===== src/rtl/pad_autoread_if.sv =====
// rtl/pad_autoread_if.sv - host register bus between the MMIO master and the pad reader
interface pad_autoread_if;
    logic [3:0]  host_address;
    logic        host_read_en;
    logic        host_write_en;
    logic [15:0] host_write_data;
    logic [15:0] host_read_data;
    logic        host_ready;

    modport master (
        output host_address, host_read_en, host_write_en, host_write_data,
        input  host_read_data, host_ready
    );

    modport slave (
        input  host_address, host_read_en, host_write_en, host_write_data,
        output host_read_data, host_ready
    );
endinterface


===== src/rtl/pad_autoread.sv =====
// rtl/pad_autoread.sv - serial gamepad reader with latch/clock sequencing and snapshot registers
module pad_autoread #(
    parameter int PAD_COUNT    = 2,
    parameter int BITS         = 16,
    parameter int CLK_DIV      = 24,
    parameter int LATCH_CYCLES = 48
) (
    input  logic                 clk,
    input  logic                 reset,
    input  logic                 trigger,
    pad_autoread_if.slave        host,
    output logic                 pad_latch,
    output logic                 pad_clk,
    input  logic [PAD_COUNT-1:0] pad_data
);

    localparam int MAXC = (LATCH_CYCLES > CLK_DIV) ? LATCH_CYCLES : CLK_DIV;
    localparam int CW   = $clog2(MAXC + 1);
    localparam int BW   = $clog2(BITS + 1);
    localparam logic [CW-1:0] LATCH_LAST = CW'(LATCH_CYCLES - 1);
    localparam logic [CW-1:0] DIV_LAST   = CW'(CLK_DIV - 1);
    localparam logic [BW-1:0] BIT_LAST   = BW'(BITS - 1);

    typedef enum logic [2:0] {S_IDLE, S_LATCH, S_GAP, S_LOW, S_HIGH, S_DONE} state_t;

    state_t                state;
    logic [CW-1:0]         cnt;
    logic [BW-1:0]         bit_cnt;
    logic [PAD_COUNT-1:0]  sync1, sync2;
    logic [BITS-1:0]       shift_q [PAD_COUNT];
    logic [BITS-1:0]       pad_q   [PAD_COUNT];
    logic                  ctrl_auto, st_new, st_overrun;
    logic                  busy, ctrl_wr, start_req, status_rd, sample;
    logic [15:0]           rd_mux;
    logic                  unused_bits;

    assign busy        = (state != S_IDLE);
    assign ctrl_wr     = host.host_write_en && (host.host_address == 4'd0);
    assign start_req   = (trigger && ctrl_auto) || (ctrl_wr && host.host_write_data[1]);
    assign status_rd   = host.host_read_en && (host.host_address == 4'd1);
    assign unused_bits = ^host.host_write_data[15:2];

    // One sample at the end of GAP, then one per HIGH except the last: BITS in total.
    assign sample = (cnt == DIV_LAST) &&
                    ((state == S_GAP) || (state == S_HIGH && bit_cnt != BIT_LAST));

    function automatic logic [BITS-1:0] shift_in(input logic [BITS-1:0] cur, input logic b);
        logic [BITS-1:0] r;
        r = cur >> 1;
        r[BITS-1] = b;
        return r;
    endfunction

    always_ff @(posedge clk) begin
        if (reset) begin
            state     <= S_IDLE;
            cnt       <= '0;
            bit_cnt   <= '0;
            pad_latch <= 1'b0;
            pad_clk   <= 1'b1;
        end else begin
            case (state)
                S_IDLE: if (start_req) begin
                    state     <= S_LATCH;
                    pad_latch <= 1'b1;
                    cnt       <= '0;
                end
                S_LATCH: if (cnt == LATCH_LAST) begin
                    state     <= S_GAP;
                    pad_latch <= 1'b0;
                    cnt       <= '0;
                end else cnt <= cnt + 1'b1;
                S_GAP: if (cnt == DIV_LAST) begin
                    state   <= S_LOW;
                    pad_clk <= 1'b0;
                    cnt     <= '0;
                    bit_cnt <= '0;
                end else cnt <= cnt + 1'b1;
                S_LOW: if (cnt == DIV_LAST) begin
                    state   <= S_HIGH;
                    pad_clk <= 1'b1;
                    cnt     <= '0;
                end else cnt <= cnt + 1'b1;
                S_HIGH: if (cnt == DIV_LAST) begin
                    cnt <= '0;
                    if (bit_cnt == BIT_LAST) begin
                        state <= S_DONE;
                    end else begin
                        state   <= S_LOW;
                        pad_clk <= 1'b0;
                        bit_cnt <= bit_cnt + 1'b1;
                    end
                end else cnt <= cnt + 1'b1;
                S_DONE:  state <= S_IDLE;
                default: state <= S_IDLE;
            endcase
        end
    end

    always_comb begin
        rd_mux = '0;
        case (host.host_address)
            4'd0:    rd_mux[0]   = ctrl_auto;
            4'd1:    rd_mux[2:0] = {st_overrun, st_new, busy};
            default: for (int n = 0; n < PAD_COUNT; n++)
                         if (host.host_address == 4'(n + 2)) rd_mux[BITS-1:0] = pad_q[n];
        endcase
    end

    always_ff @(posedge clk) begin
        if (reset) begin
            sync1               <= '0;
            sync2               <= '0;
            ctrl_auto           <= 1'b0;
            st_new              <= 1'b0;
            st_overrun          <= 1'b0;
            host.host_ready     <= 1'b0;
            host.host_read_data <= '0;
            for (int p = 0; p < PAD_COUNT; p++) begin
                shift_q[p] <= '0;
                pad_q[p]   <= '0;
            end
        end else begin
            sync1 <= pad_data;
            sync2 <= sync1;
            host.host_ready     <= host.host_read_en || host.host_write_en;
            host.host_read_data <= rd_mux;
            if (ctrl_wr) ctrl_auto <= host.host_write_data[0];
            // Clears come first so that same-cycle set events take priority.
            if (status_rd) begin
                st_new     <= 1'b0;
                st_overrun <= 1'b0;
            end
            if (start_req && busy) st_overrun <= 1'b1;
            if (state == S_DONE)   st_new     <= 1'b1;
            for (int p = 0; p < PAD_COUNT; p++) begin
                if (sample)          shift_q[p] <= shift_in(shift_q[p], sync2[p]);
                if (state == S_DONE) pad_q[p]   <= ~shift_q[p];
            end
        end
    end

endmodule


===== src/flat_wrapper.sv =====
// flat-port wrapper written by rule: the top's interface ports become plain ports
module pad_autoread_flat 
#(
    parameter int PAD_COUNT    = 2,
    parameter int BITS         = 16,
    parameter int CLK_DIV      = 24,
    parameter int LATCH_CYCLES = 48
)
  (clk, reset, trigger, pad_latch, pad_clk, pad_data, host_host_address, host_host_read_en, host_host_write_en, host_host_write_data, host_host_read_data, host_host_ready);
  pad_autoread_if host_i ();
  input  logic clk;
  input  logic reset;
  input  logic trigger;
  output logic pad_latch;
  output logic pad_clk;
  input  logic [PAD_COUNT-1:0] pad_data;
  input wire logic [$bits(host_i.host_address)-1:0] host_host_address;
  input wire logic [$bits(host_i.host_read_en)-1:0] host_host_read_en;
  input wire logic [$bits(host_i.host_write_en)-1:0] host_host_write_en;
  input wire logic [$bits(host_i.host_write_data)-1:0] host_host_write_data;
  output wire logic [$bits(host_i.host_read_data)-1:0] host_host_read_data;
  output wire logic [$bits(host_i.host_ready)-1:0] host_host_ready;
  assign host_i.host_address = host_host_address;
  assign host_i.host_read_en = host_host_read_en;
  assign host_i.host_write_en = host_host_write_en;
  assign host_i.host_write_data = host_host_write_data;
  assign host_host_read_data = host_i.host_read_data;
  assign host_host_ready = host_i.host_ready;
  pad_autoread #(.PAD_COUNT(PAD_COUNT), .BITS(BITS), .CLK_DIV(CLK_DIV), .LATCH_CYCLES(LATCH_CYCLES)) u_core (.clk(clk), .reset(reset), .trigger(trigger), .host(host_i), .pad_latch(pad_latch), .pad_clk(pad_clk), .pad_data(pad_data));
endmodule

===== config.mk =====
export PLATFORM = sky130hd
export DESIGN_NAME = pad_autoread_flat
export DESIGN_NICKNAME = d
export VERILOG_FILES = /design/src/rtl/pad_autoread_if.sv /design/src/rtl/pad_autoread.sv /design/src/flat_wrapper.sv
export SDC_FILE = /design/constraint.sdc
export NUM_CORES = 1
export LEC_CHECK = 0
export CAP_MARGIN = 10
export CELL_PAD_IN_SITES_DETAIL_PLACEMENT = 1
export CELL_PAD_IN_SITES_GLOBAL_PLACEMENT = 2
export CORE_ASPECT_RATIO = 1.25
export CORE_MARGIN = 10
export CORE_UTILIZATION = 40
export DETAILED_ROUTE_END_ITERATION = 12
export PLACE_DENSITY_LB_ADDON = 0.1
export SLEW_MARGIN = 10
export SYNTH_ARGS = -nofsm -noshare
export SYNTH_HDL_FRONTEND = slang
export SYNTH_SLANG_ARGS = --single-unit
export TNS_END_PERCENT = 5

===== constraint.sdc =====
create_clock -name clk -period 5 [get_ports clk]
set_input_delay 0.75 -clock clk [delete_from_list [all_inputs] [get_ports clk]]
set_output_delay 0.75 -clock clk [all_outputs]
set_load 0.05 [all_outputs]

==> results.toml <==
[worst_hold_path]
hp-class = "flip-flop to flip-flop"

[worst_setup_path]
r2r_cells = 8
startpoint = "u_core.bit_cnt[0]"
endpoint = "u_core.shift_q[0][14]"
critPathSlowestCell = "nor3_4"
crit_chain = "ha_1 -> and3_1 -> ha_1 -> or3b_4 -> nand2_1 -> nand2_1 -> nor3_4 -> and2_1"
slowest_delay_ps = 710
cp-start-kind = "flip-flop"
cp_max_fo = 32
arrival_ps = 2860
reg2reg_slack_ps = 2350
worstSetupEndpointType = "flip-flop"
required_ps = 5200
r2r_start = "u_core.bit_cnt[0]"
r2r-end = "u_core.shift_q[0][14]"
criticalPathCategory = "flip-flop to flip-flop"

[clocking]
postCtsHoldBufs = 0
cts_sinks = 104
cts_setup_buffers = 0
root_buffer = "clkbuf_16"
post_cts_resized = 0
htreeDepth = 3
clock_latency_ps = 340
numCtsBuffers = 9
path_clk_slew_ps = 70
cts_tree = "yes"
cts_buffer_depth = 2

[power]
power.leakage_nw = 1.76
pwr-share-seq = 0.563
p_comb_frac = 0.037
peakVddDrop_mv = 0.184
p_switching_uw = 360
power_density_mw_per_mm2 = 349
switching_share = 0.216
p_clk_frac = 0.400
internal_power_mw = 1.31

[timing]
holdWs_ps = 450
worst_slew_pin_slew_ps = 1100
setup_viol = 0
clock_skew_ps = 7.17
finalCritPeriodShare = 0.530
slew_headroom = 0.265
finalCriticalPeriod_ps = 2650
hold_viol = 0
rsz0062_at_grt = "no"
setup_tns_ps = 0
slew_viol_final = 0
fmax_ghz = 0.377

[floorplanning]
core_area_mm2 = 0.0100
dieWidth_um = 110
fp-row-count = 41
pin_count = 46
die_h_um = 132
die_area_mm2 = 0.0146
initial_core_util = 0.405

[route]
ant_nets = 0
drt-total-wl_um = 8330
post_drt_wl_per_cell_um = 16.6
vias = 2581
drtIter0Drc = 68
drtPass1Iterations = 4
drc_errors = 0
viasPerCell = 5.13

[yosys]
netlist_area_mm2 = 0.00405
synth_edf_count = 64
synthArstFlopShare = 0
yosysMostFrequentCell = "edfxtp_1"
synth_commonest_cells = "edfxtp_1, nor2_1, dfxtp_1"
synth_area_leaders = "edfxtp_1, dfxtp_1, nor2_1"
yosys_warnings = 0
ys_ff_latch = 104
synthCells = 339
synth_top_cell_by_area = "edfxtp_1"
ys_seq_area_frac = 0.673
ys.flop_type = "edfxtp_1"
synth_cell_types = 47
synth_nets = 369
avgSynthCellArea_um2 = 11.9
synth.top_cell.area_share = 0.475

[run]
drv_cap = 0

[grt]
grt_pass1_wl_um = 14500
grt_overflow = 0
grt_max_degree = 34
grt_pass1_vias = 2829
grt_antenna_before_repair = 0
grtUsageTotal = 0.128

[layout]
area_delta_synth_final_pct = 18.0
regArea_mm2 = 0.00272
drive_gt1_frac = 0.0775
finalNetCount = 399
nFillCells = 1071
multiInputGateArea_mm2 = 0.00125
fin_util = 0.477
antennaDiodeCount = 0

[outcome]
outcome = "finished, final reports clean"

[place]
place.gp.congestion = 0.733
dp_hpwl_um = 5470
portBuffers = 31
-- cells in the final DEF (no fill, tap or decap), types with 2 or more instances in the layout --
cell type	instances
edfxtp_1	64
nor2_1	62
dfxtp_1	40
and2_1	33
clkdlybuf4s50_1	31
nand2_1	18
a22oi_1	17
a21oi_1	13
nor2b_1	9
clkbuf_16	9
nand3_1	7
inv_1	4
or3_1	4
o21ai_0	4
a31oi_1	4
buf_4	4
nand2b_1	3
nor3_1	3
ha_1	3
and3_1	2
nand3b_1	2
or2_2	2
mux2_2	2
nor4_1	2
or4_1	2
mux2i_1	2
inv_6	2
-- per-stage QoR --
step	total power, mW	instance area [um2]	setup slack, ps	cells
2_1_floorplan	0.989	4050	2290	339
3_3_place_gp	1.02	4490	2090	487
3_5_place_dp	1.02	4490	2050	487
4_1_cts	1.69	4770	2280	503
5_1_grt	1.74	4770	2100	503
6_report	1.67	4770	2350	503
-- critical path: cells and delay by family (launching register included) --
kind / cells / cell delay [ps]
AND/OR/NAND/NOR: 6 / 1720
adder cells (fa/ha/maj): 2 / 450
flip-flops: 1 / 340
-- routing by layer --
| layer | wire [um] | GRT usage | up-vias |
|---|---|---|---|
| met5 | 0 | 0 | - |
| met4 | 118 | 0.0435 | 0 |
| met1 | 3460 | 0.147 | 1284 |
| met3 | 248 | 0.0355 | 8 |
| li1 | - | - | 1264 |
| met2 | 4500 | 0.219 | 25 |
-- flip-flops by register name, indices dropped and copies added, names as in the netlist, 2 cells and up --
name and count:
u_core.cnt 6, u_core.shift_q 32, u_core.bit_cnt 5, u_core.state 3, u_core.sync2 2, u_core.pad_q 32
u_core.host.host_read_data 16, u_core.sync1 2
-- worst min path at each step --
stage	startpoint	end	slack, ps	cells past startpoint
6_report	u_core.sync1[1]	u_core.sync2[1]	450	1
5_1_grt	u_core.sync1[1]	u_core.sync2[1]	470	1
4_1_cts	u_core.sync1[1]	u_core.sync2[1]	460	1
3_5_place_dp	u_core.sync1[1]	u_core.sync2[1]	430	1
3_3_place_gp	u_core.bit_cnt[4]	u_core.bit_cnt[4]	440	2
2_1_floorplan	u_core.sync1[0]	u_core.sync2[0]	410	1
-- final cells by class --
cell class | count | share of cell area
Clock buffer | 11 | 0.0509
Tap cell | 129 | 0.0338
Multi-Input combinational cell | 215 | 0.262
Clock inverter | 5 | 0.00813
Inverter | 4 | 0.00315
Timing Repair Buffer | 35 | 0.0713
Sequential cell | 104 | 0.570
-- cells by family after synthesis --
family / count (synthesis) / share of synthesized area
AO/OA/AOI/OAI: 50 / 0.0850
adder cells (fa/ha/maj): 3 / 0.00928
AND/OR/NAND/NOR: 157 / 0.198
multiplexers: 5 / 0.0161
buffers and inverters: 20 / 0.0192
flip-flops: 104 / 0.673
-- power groups by stage --
stage / combinational (mW) / sequential (mW) / clock, mW
3_3_place_gp: 0.0619 / 0.957 / 0
4_1_cts: 0.0631 / 0.939 / 0.693
6_report: 0.0609 / 0.939 / 0.667
2_1_floorplan: 0.0268 / 0.962 / 0
3_5_place_dp: 0.0629 / 0.958 / 0
5_1_grt: 0.0680 / 0.941 / 0.735
(Power assumes the default switching activity.)
